`src/rtl/eight_bit_three_to_one_arbiter_mux_module_pkg.sv`:
```
// ---------------------------------------------------------------------------
// eight_bit_three_to_one_arbiter_mux_module_pkg
//
// Purpose : Constants and types shared by the three-to-one arbiter mux and
//           the matching one-to-three demux path.
//             - SEL_IN1/SEL_IN2/SEL_IN3 : 2-bit channel select codes
//                                         (2'd3 is never produced)
//             - ptr_t                   : round-robin priority pointer state
//             - grant_to_sel()          : one-hot grant to select code
// Config  : MUX_FIXED_PRIORITY_EN (see the top module) does not change this
//           package.
// ---------------------------------------------------------------------------
package eight_bit_three_to_one_arbiter_mux_module_pkg;

   localparam int unsigned NUM_CH = 3;

   localparam logic [1:0] SEL_IN1 = 2'd0;
   localparam logic [1:0] SEL_IN2 = 2'd1;
   localparam logic [1:0] SEL_IN3 = 2'd2;

   // Channel that currently holds the highest priority.
   typedef enum logic [1:0] {
      PTR1 = 2'd0,
      PTR2 = 2'd1,
      PTR3 = 2'd2
   } ptr_t;

   // Select code of a one-hot grant. An empty grant maps to SEL_IN1; callers
   // only use the result when a grant is actually present.
   function automatic logic [1:0] grant_to_sel(input logic [NUM_CH-1:0] grant);
      logic [1:0] code;
      code = SEL_IN1;
      unique case (grant)
         3'b010:  code = SEL_IN2;
         3'b100:  code = SEL_IN3;
         default: code = SEL_IN1;
      endcase
      return code;
   endfunction

endpackage

```
`src/rtl/eight_bit_three_to_one_arbiter_mux_module_arbiter.sv`:
```
// ---------------------------------------------------------------------------
// three_way_round_robin_arbiter
//
// Purpose : Purely combinational three-way arbiter.
//           Default build: round robin starting at the channel named by ptr;
//           next_ptr names the channel after the one granted (unchanged when
//           nothing is granted).
//           MUX_FIXED_PRIORITY_EN defined: strict in1 > in2 > in3 priority,
//           the ptr/next_ptr ports do not exist.
// Ports   :
//   valid     in   [2:0]  request per channel (bit 0 = in1)
//   ptr       in   ptr_t  current highest-priority channel (round robin only)
//   grant     out  [2:0]  one-hot grant, all zero when no request
//   next_ptr  out  ptr_t  pointer to adopt if the grant turns into a transfer
// ---------------------------------------------------------------------------
module three_way_round_robin_arbiter
   import eight_bit_three_to_one_arbiter_mux_module_pkg::*;
(
   input  logic [NUM_CH-1:0] valid,
`ifndef MUX_FIXED_PRIORITY_EN
   input  ptr_t              ptr,
   output ptr_t              next_ptr,
`endif
   output logic [NUM_CH-1:0] grant
);

`ifdef MUX_FIXED_PRIORITY_EN

   always_comb begin
      grant = '0;
      if (valid[0])
         grant = 3'b001;
      else if (valid[1])
         grant = 3'b010;
      else if (valid[2])
         grant = 3'b100;
   end

`else

   // Search order rotates with the pointer: the pointed channel first, then
   // the two that follow it cyclically.
   always_comb begin
      grant = '0;
      unique case (ptr)
         PTR2: begin
            if (valid[1])
               grant = 3'b010;
            else if (valid[2])
               grant = 3'b100;
            else if (valid[0])
               grant = 3'b001;
         end
         PTR3: begin
            if (valid[2])
               grant = 3'b100;
            else if (valid[0])
               grant = 3'b001;
            else if (valid[1])
               grant = 3'b010;
         end
         default: begin
            if (valid[0])
               grant = 3'b001;
            else if (valid[1])
               grant = 3'b010;
            else if (valid[2])
               grant = 3'b100;
         end
      endcase
   end

   always_comb begin
      next_ptr = ptr;
      unique case (grant)
         3'b001:  next_ptr = PTR2;
         3'b010:  next_ptr = PTR3;
         3'b100:  next_ptr = PTR1;
         default: next_ptr = ptr;
      endcase
   end

`endif

endmodule

```
`src/rtl/eight_bit_three_to_one_arbiter_mux_module.sv`:
```
// ---------------------------------------------------------------------------
// eight_bit_three_to_one_arbiter_mux_module
//
// Purpose : Merges three 8-bit valid/ready request channels onto one
//           registered output stream. Each output word carries the 2-bit
//           select code of its source channel (SEL_IN1/2/3).
//           Single-entry output register; one word per cycle when the
//           downstream keeps out_ready high; no bubble on consume + load.
// Config  : MUX_FIXED_PRIORITY_EN defined -> strict in1 > in2 > in3 priority,
//           no priority pointer. Undefined (default) -> round robin.
// Ports   :
//   clk                               in   system clock, rising edge
//   reset                             in   synchronous, active high
//   in1, in2, in3                     in   [DATA_WIDTH-1:0] channel data
//   in1_valid, in2_valid, in3_valid   in   channel holds a word
//   in1_ready, in2_ready, in3_ready   out  channel word accepted this cycle
//   out                               out  [DATA_WIDTH-1:0] registered data
//   sel                               out  [1:0] source tag of out
//   out_valid                         out  out/sel hold a word
//   out_ready                         in   downstream accepts the word
// ---------------------------------------------------------------------------
module eight_bit_three_to_one_arbiter_mux_module
   import eight_bit_three_to_one_arbiter_mux_module_pkg::*;
#(
   parameter int unsigned DATA_WIDTH = 8
) (
   input  logic                  clk,
   input  logic                  reset,
   input  logic [DATA_WIDTH-1:0] in1,
   input  logic [DATA_WIDTH-1:0] in2,
   input  logic [DATA_WIDTH-1:0] in3,
   input  logic                  in1_valid,
   input  logic                  in2_valid,
   input  logic                  in3_valid,
   output logic                  in1_ready,
   output logic                  in2_ready,
   output logic                  in3_ready,
   output logic [DATA_WIDTH-1:0] out,
   output logic [1:0]            sel,
   output logic                  out_valid,
   input  logic                  out_ready
);

   logic [NUM_CH-1:0]     valid;
   logic [NUM_CH-1:0]     grant;
   logic [NUM_CH-1:0]     ready;
   logic                  can_load;
   logic                  transfer;
   logic [DATA_WIDTH-1:0] win_data;

   assign valid = {in3_valid, in2_valid, in1_valid};

`ifdef MUX_FIXED_PRIORITY_EN

   three_way_round_robin_arbiter u_arbiter (
      .valid (valid),
      .grant (grant)
   );

`else

   ptr_t ptr;
   ptr_t next_ptr;

   three_way_round_robin_arbiter u_arbiter (
      .valid    (valid),
      .ptr      (ptr),
      .next_ptr (next_ptr),
      .grant    (grant)
   );

   // The pointer only moves on an actual transfer, so a grant stalled by
   // backpressure keeps its priority.
   always_ff @(posedge clk) begin
      if (reset)
         ptr <= PTR1;
      else if (transfer)
         ptr <= next_ptr;
   end

`endif

   // Readies are forced low during reset so nothing is accepted while the
   // output register is being cleared.
   assign can_load = ~out_valid | out_ready;
   assign ready    = reset ? '0 : (grant & {NUM_CH{can_load}});
   assign transfer = |ready;

   assign in1_ready = ready[0];
   assign in2_ready = ready[1];
   assign in3_ready = ready[2];

   always_comb begin
      win_data = in1;
      unique case (grant)
         3'b010:  win_data = in2;
         3'b100:  win_data = in3;
         default: win_data = in1;
      endcase
   end

   // Output register: load wins over consume, so a simultaneous consume and
   // load keeps out_valid high. On a plain consume only out_valid clears.
   always_ff @(posedge clk) begin
      if (reset) begin
         out       <= '0;
         sel       <= SEL_IN1;
         out_valid <= 1'b0;
      end else if (transfer) begin
         out       <= win_data;
         sel       <= grant_to_sel(grant);
         out_valid <= 1'b1;
      end else if (out_ready) begin
         out_valid <= 1'b0;
      end
   end

endmodule

```
`config.mk`:
```
export PLATFORM = sky130hd
export DESIGN_NAME = eight_bit_three_to_one_arbiter_mux_module
export DESIGN_NICKNAME = d
export VERILOG_FILES = /design/src/rtl/eight_bit_three_to_one_arbiter_mux_module_pkg.sv /design/src/rtl/eight_bit_three_to_one_arbiter_mux_module_arbiter.sv /design/src/rtl/eight_bit_three_to_one_arbiter_mux_module.sv
export SDC_FILE = /design/constraint.sdc
export NUM_CORES = 1
export LEC_CHECK = 0
export ABC_AREA = 1
export CAP_MARGIN = 25
export CORE_MARGIN = 2
export CORE_UTILIZATION = 37
export CTS_CLUSTER_DIAMETER = 120
export DETAILED_ROUTE_END_ITERATION = 16
export GPL_TIMING_DRIVEN = 0
export PLACE_DENSITY_LB_ADDON = 0.05
export SETUP_SLACK_MARGIN = 0.4
export SYNTH_ARGS = -nofsm -noshare
export SYNTH_HDL_FRONTEND = slang
export SYNTH_SLANG_ARGS = --single-unit
```
`constraint.sdc`:
```
create_clock -name clk -period 2.09 [get_ports clk]
set_input_delay 0.3135 -clock clk [delete_from_list [all_inputs] [get_ports clk]]
set_output_delay 0.3135 -clock clk [all_outputs]
set_load 0.01 [all_outputs]
```
Word level (Yosys, flattened, before mapping)

Index checks and enable logic that the tools add are counted.

Register bits after elaboration: 13
Input bits: 30
Output and inout bits: 14
Word-level logic and storage cells: 32

Equality and inequality tests: 5
Muxes and demuxes: 16
Bitwise gates (word level): 3
Reduce and logical (&&, ||, !) cells: 4

Operators by type and width:

| kind                 | number |
|---|---|
| $mux W3              | 8 |
| $pmux W8 S2          | 1 |
| $pmux W2 S3          | 1 |
| $pmux W3 S2          | 1 |
| $pmux W2 S2          | 1 |
| $and A3 B3 Y3        | 1 |
| $eq A3 B1 Y1 const B | 1 |
| $eq A3 B2 Y1 const B | 1 |
| $eq A3 B3 Y1 const B | 1 |
| $mux W1              | 3 |
| $reduce_bool A3 Y1   | 1 |
| $reduce_or A3 Y1     | 1 |
| $eq A2 B1 Y1 const B | 1 |
| $eq A2 B2 Y1 const B | 1 |
| $mux W2              | 1 |
| $reduce_and A2 Y1    | 1 |
| $reduce_bool A2 Y1   | 1 |
| $not A1 Y1           | 1 |
| $or A1 B1 Y1         | 1 |

Depth between registers and ports, before layout

Gate-level depths: netlist of the first run.

Depth in word-level cells: 8
Depth in mapped cells: 12
Gate-level depth less buffers: 12

By module

Synthesis of the first run repeated with hierarchy kept, for this count alone.

Cell total of the unflattened synthesis: 160
Area, all modules: 1018.5 µm²

By module, submodules not included:

| module                                    | instances | cells each | area each (µm²) | seq. area each (µm²) |
|---|---|---|---|---|
| eight_bit_three_to_one_arbiter_mux_module | 1         | 128        | 825.8           | 260.2 |
| three_way_round_robin_arbiter             | 1         | 32         | 192.7           | 0.0 |

Worst setup path after synthesis of the first run

Ideal clock, no wire load.

Path kind: register to register
Start: register ptr[0]
End: register ptr[0]
Setup time: 119 ps
Data arrival time: 1536 ps
Path slack: 435 ps
Stages on the path, launching flop included: 11
Clock period less this slack: 1655 ps
Path through: dfxtp_1 > inv_1 > ha_1 > inv_2 > nand2_1 > a21oi_4 > nand3_1 > nand2_2 > nand2_1 > nand3_1 > o21ai_1

Longest elaborated chain between the ends: 6
Elaborated cells between the ends (all ways): 12

Ends and longest elaborated chain:

| item                                                | line                                                    | RTL |
|---|---|---|
| from (decl)                                         | eight_bit_three_to_one_arbiter_mux_module.sv:62         | `ptr_t ptr;` |
| from (signal assigned)                              | eight_bit_three_to_one_arbiter_mux_module.sv:78         | `ptr <= next_ptr;` |
| $eq A2 B2 Y1 / $eq A2 B1 Y1 (equally long branches) | eight_bit_three_to_one_arbiter_mux_module_arbiter.sv:45 | `unique case (ptr)` |
| $pmux W3 S2 (*)                                     | eight_bit_three_to_one_arbiter_mux_module_arbiter.sv:45 |  |
| $and A3 B3 Y3                                       | eight_bit_three_to_one_arbiter_mux_module.sv:86         | `assign ready = reset ? '0 : (grant & {NUM_CH{can_load}});` |
| $mux W3                                             | eight_bit_three_to_one_arbiter_mux_module.sv:86         |  |
| $reduce_or A3 Y1                                    | eight_bit_three_to_one_arbiter_mux_module.sv:87         | `assign transfer = \|ready;` |
| $reduce_and A2 Y1 (no source line)                  | -                                                       |  |

Mark *: on every way between the ends. The rest lies on a longest branch, timed or not.
A chain may end at the register's enable or synchronous reset.

Worst setup path after layout of the first run

Start: register ptr[0]
End: output in1_ready

Longest elaborated chain between the ends: 4
Elaborated cells between the ends (all ways): 5

Ends and longest elaborated chain:

| item                                                | line                                                    | RTL |
|---|---|---|
| $eq A2 B2 Y1 / $eq A2 B1 Y1 (equally long branches) | eight_bit_three_to_one_arbiter_mux_module_arbiter.sv:45 |  |
| $pmux W3 S2 (*)                                     | eight_bit_three_to_one_arbiter_mux_module_arbiter.sv:45 |  |
| $and A3 B3 Y3 (*)                                   | eight_bit_three_to_one_arbiter_mux_module.sv:86         |  |
| $mux W3 (*)                                         | eight_bit_three_to_one_arbiter_mux_module.sv:86         |  |
| to (decl)                                           | eight_bit_three_to_one_arbiter_mux_module.sv:35         | `output logic in1_ready,` |

Marks and branches as above.

==> impl_metrics.tcl, run 1 <==
set metrics [dict create \
    rsz0062_at_grt "true" \
    cts_hold_buf 0 \
    clkSlewWorstSetupHoldPaths_ns 0.10 \
    antenna_left 0 \
    reg2reg_slack_ns 0.38 \
    grt_first_pass_wirelength_mm 4.93 \
    r2r_start "ptr[0]" \
    seqPwrFrac 0.185 \
    pre_cts_ws_ns -0.147 \
    drc 0 \
    final_cell_count_no_fill 232 \
    setup.worst_path.start_class "flip-flop" \
    synth-seq-area-share 0.277 \
    cts_max_level 1 \
    dieWidth_um 54.4 \
    cts_tree "built" \
    finalCritPeriodShare 0.850 \
    ys_warn_count 0 \
    finalCriticalPeriod_ns 1.78 \
    max_stage_delay_ns 0.35 \
    yosys-top-cells-area "dfxtp_1 (28%), nor2_1 (12%), nand4_1 (11%), nand3_1 (8.5%), o21ai_2 (7.5%)" \
    cts_buffer_depth 2 \
    routed_via_density 5.32 \
    vias 1235 \
    rr_worst_depth 12 \
    dr.pass1.iters 4 \
    cp_max_fo 4 \
    postSynthCellCount 138 \
    clkPwrFrac 0.074 \
    clock_latency_ns 0.29 \
    setup_violations 0 \
    vdd_drop_max_mv 0.906 \
    yosysTopAreaCell "dfxtp_1" \
    p_leak_nw 0.763 \
    numCtsBuffers 3 \
    cts_root_buffer "clkbuf_4" \
    cpMaxStageDelayCell "dfxtp_2" \
    endpoint_kind "output pin" \
    holdPathStages 2 \
    clkSinkCount 13 \
    dp_hpwl_mm 2.10 \
    drive_above_1_share 0.342 \
    r2r-end "out[7]" \
    critical_path_class "reg -> out" \
    die-height_um 54.4 \
    track_usage 0.231 \
    core-area_sq_um 2430 \
    grt_overflow 0 \
    placement.io_buffers 43 \
    crit_required_ns 1.78 \
    maxCapViolations 0 \
    path_cells "inv_2 -> ha_4 -> inv_4 -> buf_6 -> nand2_4 -> nand3_4 -> inv_2 -> buf_6" \
    hold_viol_final 0 \
    min-delay-start "sel[1]" \
    dieArea_sq_um 2960 \
    antenna_found_initial 0 \
    sw_frac_of_total 0.475 \
    drv_slew 0 \
    tightest_slew_ns 0.338 \
    max_freq_ghz 0.563 \
    p_switching_w 0.00110 \
    ys_ff_latch 13 \
    syn_area_sq_um 940 \
    avgSynthCellArea_sq_um 6.81 \
    p_per_area_nw_per_um2 1330 \
    skew_ns 0.00989 \
    synth_nets 170 \
    drt_wl_total_mm 3.34 \
    grt_max_degree 11 \
    status "complete, no violations" \
    place_inst 211 \
    drtIter0Drc 28 \
    post_drt_wl_per_cell_um 14.4 \
    worstPathArrival_ns 1.46 \
    ys_types 20 \
    finalNetCount 235 \
    ioPinCount 44 \
    layout_setup_ws_ns 0.313 \
    start_util 0.386 \
    row_count 18 \
    grt_pass1_vias 1163 \
    yosys.area.top_type_share 0.277 \
    syn_to_final_growth_pct 85.4 \
    comb_power_share 0.741 \
    slew-limit-headroom 0.775 \
    min_to "sel[1]" \
    antenna_cells 0 \
    gp_congestion 0.784 \
    worstHoldPathType "reg -> reg" \
    internal_power_w 0.00122 \
]
[power by group through the flow]
stage	logic, W	registers [W]	clock network, W
final	0.00172	0.000429	0.000171
after global routing	0.00186	0.000439	0.000180
after CTS	0.00145	0.000430	0.000176
after detailed placement	0.00123	0.000430	0
after global placement	0.00121	0.000422	0
after floorplan	0.000761	0.000464	0
[cell usage in the layout, fill, tap and decap left out, types with 2 or more instances in the layout]
master	Yosys	final
nand3_4	1	5
ha_4	0	2
o21ai_2	8	8
nor2_1	29	27
o21ai_1	2	2
nand2_4	1	7
inv_1	16	14
dfxtp_1	13	11
nand4_1	17	17
dlygate4sd2_1	0	2
clkbuf_4	0	3
dfxtp_2	0	2
buf_2	1	3
inv_2	5	6
buf_4	1	9
nand3_1	16	11
nand2_1	13	9
nand2_2	6	4
clkdlybuf4s50_1	0	37
nor2_2	1	2
nand3_2	2	4
buf_6	2	8
[state kept, by name, summed over array words and instances (netlist names)]
register / count
out: 8
out_valid: 1
ptr: 2
sel: 2
[cell families (layout without fill, tap and decap cells)]
kind of cell	Yosys count	in the layout	share of synthesized area
simple gates	86	88	0.465
buf+inv	25	87	0.121
fa+ha+maj	2	2	0.0266
compound gates	12	12	0.111
flops	13	13	0.277
[worst max-delay path: cells and delay by family, from the launching register on]
family	cells	cell delay, ns
DFF	1	0.35
adders and majority gates	1	0.27
and+or+nand+nor	2	0.16
buffers and inverters	5	0.39
[cell usage after synthesis (all sizes together)]
cell type	n
nand3	19
a211oi	1
inv	21
nand2	20
nor2	30
buf	4
ha	2
nand4	17
a21oi	1
o21ai	10
dfxtp	13
[metrics by stage]
| stage | power (W) | cell area [sq um] | hold slack [ns] | TNS, ns | utilization |
|---|---|---|---|---|---|
| after global routing | 0.00248 | 1740 | 0.496 | 0 | 0.716 |
| after global placement | 0.00163 | 1410 | 0.458 | -0.376 | 0.579 |
| after detailed placement | 0.00166 | 1410 | 0.461 | -0.425 | 0.579 |
| final | 0.00232 | 1740 | 0.476 | 0 | 0.716 |
| after CTS | 0.00206 | 1600 | 0.477 | 0 | 0.656 |
| after floorplan | 0.00123 | 940 | 0.386 | 0 | - |
[metal layers]
layer,global-route usage,vias up,share of wire,wire length [um]
li1,-,596,-,-
met1,0.261,580,0.41,1370
met2,0.416,50,0.52,1730
met3,0.0437,9,0.054,181
met4,0.104,0,0.018,60
met5,0,-,0,0
[final cells by class]
class | instances | area, sq um
inverters | 21 | 81.3
clock buffers | 4 | 26.3
multi-input cells | 102 | 726
fillers | 203 | 691
plain buffers | 4 | 42.5
well taps | 30 | 37.5
flip-flops and latches | 13 | 263
repair buffers | 58 | 566
[worst max-delay path by stage]
stage              start        end  slack, ns  cells past startpoint
2_1_floorplan     ptr[0]     ptr[0]       0.43                     10
3_3_place_gp   in3_valid  in2_ready      -0.13                      9
3_5_place_dp   in1_valid  in3_ready      -0.15                      7
4_1_cts           ptr[0]  in2_ready       0.35                      9
5_1_grt           ptr[1]  in1_ready       0.27                      9
6_report          ptr[0]  in1_ready       0.31                      8
[what timing repair did]
item / CTS / global route
buffers inserted: 10 / 4
gates cloned: 0 / 3
resized for setup: 37 / 18
pin swaps: 7 / 10
endpoints found under the setup margin: 15 / 15
No activity file was read; power rests on OpenSTA's default activity.
==> run 2: changes to the inputs <==
Settings changed: CORE_UTILIZATION 37 to 24.
==> impl_metrics.tcl, run 2 (synthesized netlist as in run 1, its figures left out) <==
set metrics [dict create \
    status "complete, no violations" \
    drtIter0Drc 41 \
    rr_worst_depth 12 \
    cpMaxStageDelayCell "clkdlybuf4s50_1" \
    top_regs "out: 8 flops, ptr: 2 flops, sel: 2 flops" \
    finalCriticalPeriod_ns 1.76 \
    skew_ns 0.00495 \
    cts_buffer_depth 2 \
    tns_ns 0 \
    placement.io_buffers 43 \
    max_freq_ghz 0.569 \
    path_depth 6 \
    path_cells "clkdlybuf4s50_1 -> nor2_4 -> buf_4 -> nand3_4 -> inv_2 -> buf_6" \
    dieWidth_um 66.6 \
    cts_hold_buf 0 \
    grt_first_pass_wirelength_mm 5.15 \
    setup.worst_path.start_class "primary input" \
    place_inst 229 \
    antenna_cells 0 \
    max_stage_delay_ns 0.48 \
    top_register "out" \
    antenna_left 0 \
    clkSinkCount 13 \
    maxCapViolations 0 \
    placed_cell_area_sq_um 1430 \
    clock_latency_ns 0.25 \
    grt_max_degree 11 \
    holdPathStages 2 \
    dr.pass1.iters 5 \
    ioPinCount 44 \
    drt_wl_total_mm 3.40 \
    finalCritPeriodShare 0.841 \
    drc 0 \
    core-area_sq_um 3720 \
    cts_max_level 1 \
    tightest_slew_ns 0.327 \
    largest_register_ffs 8 \
    setup_violations 0 \
    r2r_start "ptr[0]" \
    hold_viol_final 0 \
    cts_tree "built" \
    endpoint_kind "output pin" \
    cp_max_fo 4 \
    antenna_found_initial 0 \
    path_buf_inv 4 \
    layout_commonest_cell "clkdlybuf4s50_1" \
    start_util 0.253 \
    reg2reg_slack_ns 0.38 \
    min_to "sel[0]" \
    rsz0062_at_grt "true" \
    grt_overflow 0 \
    cp_top_family "buffers and inverters" \
    slew-limit-headroom 0.782 \
    drive_above_1_share 0.348 \
    crit_required_ns 1.78 \
    track_usage 0.154 \
    pre_cts_ws_ns -0.158 \
    routed_via_density 4.70 \
    grt_pass1_vias 1151 \
    vdd_drop_max_mv 0.453 \
    min-delay-start "sel[0]" \
    worstPathArrival_ns 1.44 \
    post_drt_wl_per_cell_um 13.6 \
    die-height_um 66.6 \
    dp_hpwl_mm 2.16 \
    worstHoldPathType "reg -> reg" \
    dieArea_sq_um 4430 \
    design_area_sq_um 1790 \
    row_count 22 \
    r2r-end "out[4]" \
    layout_setup_ws_ns 0.332 \
    final_cell_mix "clkdlybuf4s50_1 (37), nor2_1 (26), nand4_1 (17), inv_1 (12)" \
    vias 1171 \
    clkSlewWorstSetupHoldPaths_ns 0.05 \
    numCtsBuffers 3 \
    p_per_area_nw_per_um2 1350 \
    gp_congestion 0.746 \
    drv_slew 0 \
    p_leak_nw 0.744 \
    cts_root_buffer "clkbuf_8" \
    final_cell_count_no_fill 249 \
    finalNetCount 234 \
    critical_path_class "in -> out" \
    syn_to_final_growth_pct 90.5 \
]
run 2: cell types whose count changed in the layout (fill, tap and decap cells not counted), moves of 3 or more:
| cell | previous run | this run |
|---|---|---|
| clkbuf_4 | 3 | 0 |
| clkbuf_8 | 0 | 3 |
| nand2_4 | 7 | 4 |
| nand3_2 | 4 | 1 |
run 2: layout make-up:
class	instances	area [sq um]
fillers	369	1930
multi-input cells	101	729
repair buffers	58	571
flip-flops and latches	13	263
inverters	21	83.8
well taps	48	60.1
clock buffers	4	45.0
plain buffers	4	38.8
run 2: worst max path at each step:
stage	startpoint	endpoint	slack [ns]
floorplan	ptr[0]	ptr[0]	0.43
global placement	in2_valid	in1_ready	-0.14
detailed placement	in3_valid	in2_ready	-0.16
CTS	ptr[0]	in2_ready	0.34
global route	reset	in2_ready	0.27
finish	reset	in2_ready	0.33
run 2: worst register-to-register path: cells and delay by family, from the launching register on:
kind,cells,cell delay [ns]
AOI/OAI and AO/OA,1,0.19
adders and majority gates,1,0.28
buffers and inverters,3,0.21
DFF,1,0.34
and+or+nand+nor,7,0.58
run 2: timing repair:
item,4_1_cts,5_1_grt
buffers inserted,8,5
cloned,1,2
pin swaps,11,15
gates resized for setup,41,21
endpoints found under the setup margin,15,15
run 2: where the power goes:
group | total [W] | leakage, nW | internal (W) | switching (W)
combinational | 0.00176 | 0.613 | 0.000813 | 0.000948
clock | 0.000228 | 0.0228 | 0.000135 | 0.0000934
sequential | 0.000433 | 0.108 | 0.000358 | 0.0000749
run 2: metrics by stage:
step / total power (W) / utilization / hold slack (ns)
final: 0.00242 / 0.482 / 0.488
after global placement: 0.00166 / 0.385 / 0.463
after detailed placement: 0.00168 / 0.385 / 0.484
after CTS: 0.00217 / 0.442 / 0.489
after floorplan: 0.00123 / - / 0.386
after global routing: 0.00260 / 0.482 / 0.519
run 2: metal layers:
metal	part of all wire	GRT usage	vias to the layer above
met5	0	0	-
met4	0.011	0.0434	0
met3	0.057	0.0473	4
met2	0.51	0.261	44
met1	0.43	0.188	531
li1	-	-	592
